===== src/rtl/cskip_pkg.sv =====
// cskip_pkg: shared constants and pipeline stage record for the carry-skip adder
// Record layout: sa holds finished sum bits below the current block and raw A bits above it,
// b holds effective B, c is the carry into the next block, cm the carry into the MSB.
package cskip_pkg;
  localparam int CSKIP_WIDTH = 16;
  localparam int CSKIP_BLK   = 4;
  typedef struct packed {
    logic                   valid;
    logic                   c;
    logic                   cm;
    logic [CSKIP_WIDTH-1:0] sa;
    logic [CSKIP_WIDTH-1:0] b;
  } stage_t;
endpackage


===== src/rtl/cskip_blk.sv =====
// cskip_blk: combinational BLK-bit ripple block with carry-skip mux
// Ports: a_i, b_i operand slices; c_i block carry-in; s_o slice sum;
//        c_o block carry-out (c_i when the whole block propagates); cm_o carry into the block MSB.
module cskip_blk #(
  parameter int BLK = 4
) (
  input  logic [BLK-1:0] a_i,
  input  logic [BLK-1:0] b_i,
  input  logic           c_i,
  output logic [BLK-1:0] s_o,
  output logic           c_o,
  output logic           cm_o
);
  logic rc;
  logic p;
  always_comb begin
    rc   = c_i;
    cm_o = 1'b0;
    s_o  = '0;
    for (int k = 0; k < BLK; k++) begin
      s_o[k] = a_i[k] ^ b_i[k] ^ rc;
      cm_o   = rc;
      rc     = (a_i[k] & b_i[k]) | ((a_i[k] ^ b_i[k]) & rc);
    end
  end
  assign p   = &(a_i ^ b_i);
  assign c_o = p ? c_i : rc;
endmodule


===== src/rtl/cskip_adder_pipe.sv =====
// cskip_adder_pipe: NBLK-stage pipelined carry-skip adder/subtractor, one block per stage
// Ports: clk; rst_n sync active-low; in_valid/in_ready with a, b, cin, sub (1 = a-b);
//        out_valid/out_ready with sum, cout, ovf; skip_cnt only when CSKIP_STATS_EN is defined.
// The stage record width follows cskip_pkg::CSKIP_WIDTH, so WIDTH changes go through the package.
module cskip_adder_pipe
  import cskip_pkg::*;
#(
  parameter int WIDTH = CSKIP_WIDTH,
  parameter int BLK   = CSKIP_BLK
) (
  input  logic             clk,
  input  logic             rst_n,
  input  logic             in_valid,
  output logic             in_ready,
  input  logic [WIDTH-1:0] a,
  input  logic [WIDTH-1:0] b,
  input  logic             cin,
  input  logic             sub,
  output logic             out_valid,
  input  logic             out_ready,
  output logic [WIDTH-1:0] sum,
  output logic             cout,
  output logic             ovf
`ifdef CSKIP_STATS_EN
  ,
  output logic [31:0]      skip_cnt
`endif
);
  localparam int NBLK = WIDTH / BLK;
  stage_t           src_w [NBLK];
  stage_t           st_d  [NBLK];
  stage_t           st_q  [NBLK];
  logic [WIDTH-1:0] eff_b;
  logic [WIDTH-1:0] s_w;
  logic [NBLK-1:0]  co_w;
  logic [NBLK-1:0]  cm_w;
  assign eff_b     = sub ? ~b : b;
  assign out_valid = st_q[NBLK-1].valid;
  assign in_ready  = !out_valid || out_ready;
  assign sum       = st_q[NBLK-1].sa;
  assign cout      = st_q[NBLK-1].c;
  assign ovf       = st_q[NBLK-1].c ^ st_q[NBLK-1].cm;
  genvar i;
  for (i = 0; i < NBLK; i++) begin : g_blk
    if (i == 0) begin : g_head
      assign src_w[i] = '{valid: in_valid, c: sub | cin, cm: 1'b0, sa: a, b: eff_b};
    end else begin : g_body
      assign src_w[i] = st_q[i-1];
    end
    cskip_blk #(.BLK(BLK)) u_blk (
      .a_i  (src_w[i].sa[i*BLK +: BLK]),
      .b_i  (src_w[i].b[i*BLK +: BLK]),
      .c_i  (src_w[i].c),
      .s_o  (s_w[i*BLK +: BLK]),
      .c_o  (co_w[i]),
      .cm_o (cm_w[i])
    );
  end
  // each stage overwrites its own slice of sa with sum bits and forwards the block carry
  always_comb
    for (int k = 0; k < NBLK; k++) begin
      st_d[k]                  = src_w[k];
      st_d[k].sa[k*BLK +: BLK] = s_w[k*BLK +: BLK];
      st_d[k].c                = co_w[k];
      st_d[k].cm               = cm_w[k];
    end
  // a blocked output freezes the whole pipe, bubbles included
  always_ff @(posedge clk)
    if (!rst_n)
      for (int k = 0; k < NBLK; k++) st_q[k] <= '0;
    else if (in_ready)
      for (int k = 0; k < NBLK; k++) st_q[k] <= st_d[k];
`ifdef CSKIP_STATS_EN
  logic [31:0] skip_cnt_q;
  logic [31:0] skip_cnt_d;
  logic [32:0] acc;
  // skip flags are taken from the operands at acceptance, one extra bit catches saturation
  always_comb begin
    acc = {1'b0, skip_cnt_q};
    if (in_valid && in_ready)
      for (int k = 0; k < NBLK; k++) acc = acc + 33'(&(a[k*BLK +: BLK] ^ eff_b[k*BLK +: BLK]));
    skip_cnt_d = acc[32] ? '1 : acc[31:0];
  end
  always_ff @(posedge clk)
    if (!rst_n) skip_cnt_q <= '0;
    else skip_cnt_q <= skip_cnt_d;
  assign skip_cnt = skip_cnt_q;
`endif
endmodule

===== config.mk =====
export PLATFORM = sky130hd
export DESIGN_NAME = cskip_adder_pipe
export DESIGN_NICKNAME = d
export VERILOG_FILES = /design/src/rtl/cskip_pkg.sv /design/src/rtl/cskip_blk.sv /design/src/rtl/cskip_adder_pipe.sv
export SDC_FILE = /design/constraint.sdc
export NUM_CORES = 1
export LEC_CHECK = 0
export ABC_CLOCK_PERIOD_IN_PS = 4350
export CAP_MARGIN = 0
export CORE_UTILIZATION = 50
export DETAILED_ROUTE_END_ITERATION = 10
export PLACE_DENSITY = 0.76
export SLEW_MARGIN = 30
export SYNTH_ARGS = -nofsm -noshare
export SYNTH_HDL_FRONTEND = slang
export SYNTH_SLANG_ARGS = --single-unit

===== constraint.sdc =====
create_clock -name clk -period 4.35 [get_ports clk]
set_input_delay 1.0875 -clock clk [delete_from_list [all_inputs] [get_ports clk]]
set_output_delay 1.0875 -clock clk [all_outputs]
set_load 0.1 [all_outputs]

==> flow_summary_export.csv <==
group,metric,value,unit
yosys,syn_area,0.00464,mm^2
clock_network,cts_setup_buffers,0,
clock_network,clk_pin_slew_worst_paths,0.09,ns
detailed_routing,wl_per_cell,13.6,um
timing,finalCritPeriodShare,79.2,%
clock_network,holdBufCountCts,0,
layout,fillCellCount,713,
timing,finalWorstSetupSlack,0.905,ns
critical_path,end_kind,"flop",
global_routing,grt_pass1_vias,2385,
clock_network,clock_path_buffers,2,
layout,area_delta_synth_final,14.4,%
detailed_routing,routed_wirelength,6370,um
timing,worst_slew_pin_slew,0.982,ns
floorplan,dieArea,0.00968,mm^2
clock_network,cts_tree,"built",
global_routing,antenna_found_initial,0,
timing,final.min_clock_period,3.45,ns
floorplan,rows,34,
timing,hold_viol_final,0,
yosys,avgSynthCellArea,14.6,um^2
critical_path,path_class,"input port to flop",
critical_path,cp.arrival,3.56,ns
timing,rsz0062_at_grt,"false",
detailed_routing,first_iter_violations,161,
clock_network,cts.sinks,97,
layout,drive_gt1_share,9.14,%
floorplan,start_util,52.5,%
global_routing,grt_max_degree,98,
floorplan,dieHeight,98.4,um
critical_path,critical_path.cell_chain,"clkdlybuf4s50_1, buf_4, xor2_1, inv_1, fa_1, fa_1, inv_1, fa_1, and3_1",
critical_path,path_depth,9,
detailed_routing,drc_errors,0,
critical_path,cpPeakStageDelay,0.53,ns
detailed_routing,dr_total_vias,2320,
yosys,ys_warn_count,0,
global_routing,grtUsageTotal,14.6,%
clock_network,cts_buffers,9,
critical_path,start_kind,"input port",
global_routing,grt_overflow_total,0,
layout,top_regs,"st_q x97",
global_routing,grt_first_pass_wirelength,11000,um
placement,place.gp.congestion,0.773,
floorplan,chipWidth,98.4,um
detailed_routing,ant_nets,0,
placement,hpwl,4120,um
yosys,synth_top_area_share,62.7,%
critical_path,path_max_fanout,6,
timing,finalSetupViolations,0,
placement,pre_cts_ws,0.524,ns
layout,largest_reg_flops,97,
detailed_routing,dr.pass1.iters,6,
clock_network,post_cts_resized,0,
placement,portBuffers,57,
floorplan,ioPinCount,58,
critical_path,path_delay_family,"adder cells",
yosys,synth_top_area_cell,"edfxtp_1",
layout,fin_util,60.0,%
yosys,ys_ff_latch,97,
clock_network,cts_root_buffer,"clkbuf_8",
clock_network,htreeDepth,3,
clock_network,clock_latency,0.35,ns
power,p_leak,2.40,nW
critical_path,cp_num_buf_inv,4,
layout,regMostFlops,"st_q",
yosys,synthCells,319,
critical_path,worst_path_most_repeated_cell,"fa_1",
timing,max-slew-margin-rel,34.4,%
layout,final_nets,426,
yosys,syn-num-nets,389,
layout,diodes,0,
run_status,status,"finished clean",
detailed_routing,routed_via_density,4.95,
power,ir_drop,0.000175,V
floorplan,core,0.00885,mm^2
run,max_cap_violations,0,
yosys,synth.distinct_cells,21,
timing,finClkSkew,0.00770,ns
critical_path,crit_slowest_cell,"clkdlybuf4s50_1",
hold_path,hold_depth,1,
critical_path,worstPathRequired,4.46,ns
yosys,synth_area_leaders,"edfxtp_1, and3_1, fa_1",
power,power_per_cell_area,366,mW/mm^2
yosys,seq_area_frac_synth,62.7,%
timing,drv_slew,0,
hold_path,min_path_type,"flop to flop",
critical_path,reg2regPathDepth,9,
timing,fmax,0.290,GHz
report_power, final:
part	internal (mW)	total, mW	leakage, nW	switching (mW)
clock network	0.265	0.561	0.0909	0.296
logic	0.105	0.260	1.16	0.155
registers	1.10	1.12	1.15	0.0231
cell families after synthesis:
logic type,synth area share [%]
and+or+nand+nor,13.6
DFF,62.7
muxes,0.431
xor gates and xnor gates,3.21
buffers and inverters,8.46
adders and majority gates,11.2
AOI/OAI and AO/OA,0.323
placed cells by master, fill, tap and decap left out, drive strengths merged, types with 3 or more instances in the layout:
| cell | instances |
|---|---|
| xor2 | 5 |
| buf | 7 |
| nor2 | 25 |
| clkbuf | 9 |
| fa | 16 |
| edfxtp | 97 |
| nand4 | 4 |
| ha | 16 |
| clkdlybuf4s50 | 55 |
| xnor2 | 12 |
| and3 | 72 |
| inv | 29 |
| clkinv | 3 |
final timing paths:
kind,from,endpoint,slack (ns)
max,sub,st_q[0][19]$_SDFFCE_PN0P_,0.90
min,st_q[0][104]$_SDFFCE_PN0P_,st_q[0][139]$_SDFFCE_PN0P_,0.56
max reg2reg,st_q[0][82]$_SDFFCE_PN0P_,st_q[0][136]$_SDFFCE_PN0P_,1.82
min reg2reg,st_q[0][104]$_SDFFCE_PN0P_,st_q[0][139]$_SDFFCE_PN0P_,0.56
final cells by class:
cell class | count | area [um^2] | area share, %
sequential | 97 | 2910 | 54.9
multi-input combinational | 158 | 1340 | 25.2
timing repair buffer | 62 | 626 | 11.8
tap | 108 | 135 | 2.54
clock buffer | 9 | 124 | 2.33
inverter | 28 | 105 | 1.98
clock inverter | 7 | 70.1 | 1.32
metrics by stage:
step | setup TNS (ns) | total power [mW] | area, um^2 | std cells | hold WS [ns]
final | 0 | 1.95 | 5310 | 469 | 0.557
after global routing | 0 | 2.02 | 5310 | 469 | 0.567
after CTS | 0 | 1.96 | 5310 | 469 | 0.559
after detailed placement | 0 | 1.41 | 5120 | 453 | 0.538
after global placement | 0 | 1.40 | 5120 | 453 | 0.532
after floorplan | -16.89 | 1.34 | 4640 | 319 | 0.528
per-layer routing:
| layer | vias up | GRT usage [%] | share of wire (%) |
|---|---|---|---|
| li1 | 1157 | - | - |
| met1 | 1108 | 16.8 | 42 |
| met2 | 49 | 26.3 | 53 |
| met3 | 6 | 3.72 | 3.4 |
| met4 | 0 | 5.17 | 1.1 |
| met5 | - | 0 | 0 |
cell usage after synthesis, drive strengths merged:
cell and count:
and3 72, inv 28, or2 1, edfxtp 97, ha 16, clkbuf 7
nand2 1, nor2 25, xnor2 12, xor2 5, a211oi 2, mux2i 2
fa 16, nand4 4, nand3b 1, buf 29, nand2b 1
Note: power is estimated with default switching activity, not from simulation.
==> edit, RTL diff (config.mk and constraints unchanged) <==
Add a define of `CSKIP_STATS_EN`.
--- a/src/rtl/cskip_adder_pipe.sv
+++ b/src/rtl/cskip_adder_pipe.sv
@@ -3,4 +3,6 @@
 //        out_valid/out_ready with sum, cout, ovf; skip_cnt only when CSKIP_STATS_EN is defined.
 // The stage record width follows cskip_pkg::CSKIP_WIDTH, so WIDTH changes go through the package.
+`define CSKIP_STATS_EN
+
 module cskip_adder_pipe
   import cskip_pkg::*;
Check against the original RTL (old outputs only; new: skip_cnt): no difference found for any inputs over 10 cycles, from zero or initial values and one cycle with rst_n low; that may be too few to reach the edited logic, so the function may still have changed.
==> edit against the unedited design <==
- sequential power increased by 27%
- routed wire length rose by 94%
- setup slack worse by 820 ps
- synthesized area is 38% higher
- sequential cell count is 32 higher
- total power grew 66%
- design area increased by 53%
- first-iteration DRC count up 84%
- register-to-register slack worse by 330 ps
- global-route usage up 4.8 points
- via count rose by 84%
- count of clock-buffer cells in the layout up 8
- fmax down 19%
- largest cell class unchanged
==> edit: results (changes against the unedited design) <==
[placed_design]
gp_congestion=0.877  ; +13%
pre_cts_slack_ps=-336  ; -860 ps
dpl.hpwl_um=8200  ; +99%
placed_area_um2=7480  ; +46%
port_buffers=89  ; +56%

[clocking]
clk_pin_slew_ps=60  ; -30 ps
cts-htree-levels=4  ; +1
insertion_delay_ps=410  ; +60 ps
cts_buffer_depth=2  ; unchanged
cts-buffers-inserted=17  ; +8
cts-root-buf=clkbuf_16

[timing]
skew_ps=11.1  ; +3.36 ps
maxSlewHeadroom_pct=31.9  ; -2.4 points

[cells_and_area]
drive_above_1_share_pct=13.7  ; +4.6 points
fill_cells=924  ; +30%
largest_reg_flops=97  ; unchanged
final_nets=696  ; +63%
regMostFlops=st_q
multi_input_area_um2=2490  ; +86%
antenna_cells=0  ; unchanged

[yosys]
synthesis.nets=605  ; +56%
synthFlopType=edfxtp_1
synthTopCellsByCount=edfxtp_1 (97), and3_1 (73), xnor2_1 (37)
seq_area_frac_synth_pct=55.4  ; -7.3 points
synth_area_leaders=edfxtp_1 (45%), dfxtp_1 (10%), and3_1 (7.1%)
synthArstFlopShare_pct=0  ; unchanged
yosys_warnings=0  ; unchanged
ys_types=48  ; +130%
synth_edf_count=97  ; unchanged

[drt]
wl_met2_um=6450  ; +90%
routed_wl_um=12300  ; +94%
first_pass_iters=4  ; -2
wl_met1_um=5070  ; +89%
highest_layer=met4
drt_iter0_markers=296  ; +84%
met3_wirelength_um=564  ; +160%
routed-via-count=4275  ; +84%

[outcome]
status=finished clean

[setup_path]
crit_slowest_cell=fa_1
critPathMaxFanout=5  ; -1
slowest_delay_ps=580  ; +50 ps

[pwr]
power_clock_mw=1.46  ; +160%
power_frac_clock_pct=45.2  ; +16 points
irDropWorstVdd_uv=333  ; +90%
p_leak_nw=3.37  ; +40%
switchingPower_uw=744  ; +57%
comb_power_uw=346  ; +33%

[min_path]
holdCritPathClass=reg2reg

[global_routing]
grt_first_pass_wirelength_um=19600  ; +79%
grt_max_degree=77  ; -21%
grtUsageTotal_pct=19.4  ; +4.8 points
antenna_found_initial=0  ; unchanged
grt_pass1_vias=4207  ; +76%

edit: worst max-delay path: cells and delay by family:
family / cells / cell delay, ps
xor+xnor: 1 / 200
compound gates: 1 / 110
simple gates: 6 / 1240
fa+ha+maj: 3 / 1300
buf+inv: 2 / 610
edit: final cells by class:
| class | instances | share of cell area, % |
|---|---|---|
| well taps | 172 | 2.64 |
| repair buffers | 119 | 14.0 |
| inverters | 36 | 1.66 |
| flip-flops and latches | 129 | 43.6 |
| clock inverters | 15 | 2.35 |
| clock buffers | 17 | 5.22 |
| multi-input cells | 319 | 30.6 |
edit: per-stage QoR:
step	setup TNS (ps)	cells
after floorplan	0	531
after global placement	-1040	774
after detailed placement	-7040	774
after CTS	0	806
after global routing	-1180	807
final	0	807
edit: per-layer routing:
metal | track usage (%) | vias to the layer above
met1 | 22.4 | 2057
li1 | - | 2054
met5 | 0 | -
met4 | 9.00 | 0
met2 | 32.9 | 144
met3 | 6.11 | 20
edit: cell families (layout without fill, tap and decap cells):
logic type | count (synthesis) | count (layout) | synth area share, %
simple gates | 185 | 185 | 17.0
compound gates | 46 | 46 | 4.78
fa+ha+maj | 36 | 36 | 9.25
xor+xnor | 51 | 51 | 6.96
flops | 129 | 129 | 55.4
buf+inv | 83 | 187 | 6.50
mux | 1 | 1 | 0.156
edit: final timing paths:
kind | to | slack, ps | depth (start not counted) | from
max | skip_cnt[18] | 80 | 13 | a[5]
max reg2reg | skip_cnt[18] | 1490 | 9 | skip_cnt[0]
min | st_q[0][62] | 550 | 1 | st_q[0][27]
min reg2reg | st_q[0][62] | 550 | 1 | st_q[0][27]
edit: what timing repair did:
item / CTS / global route
hold buffers: 0 / 0
gates resized for setup: 0 / 8
setup buffers: 0 / 1
setup endpoints to repair: 0 / 28
hold endpoints to repair: 0 / 0
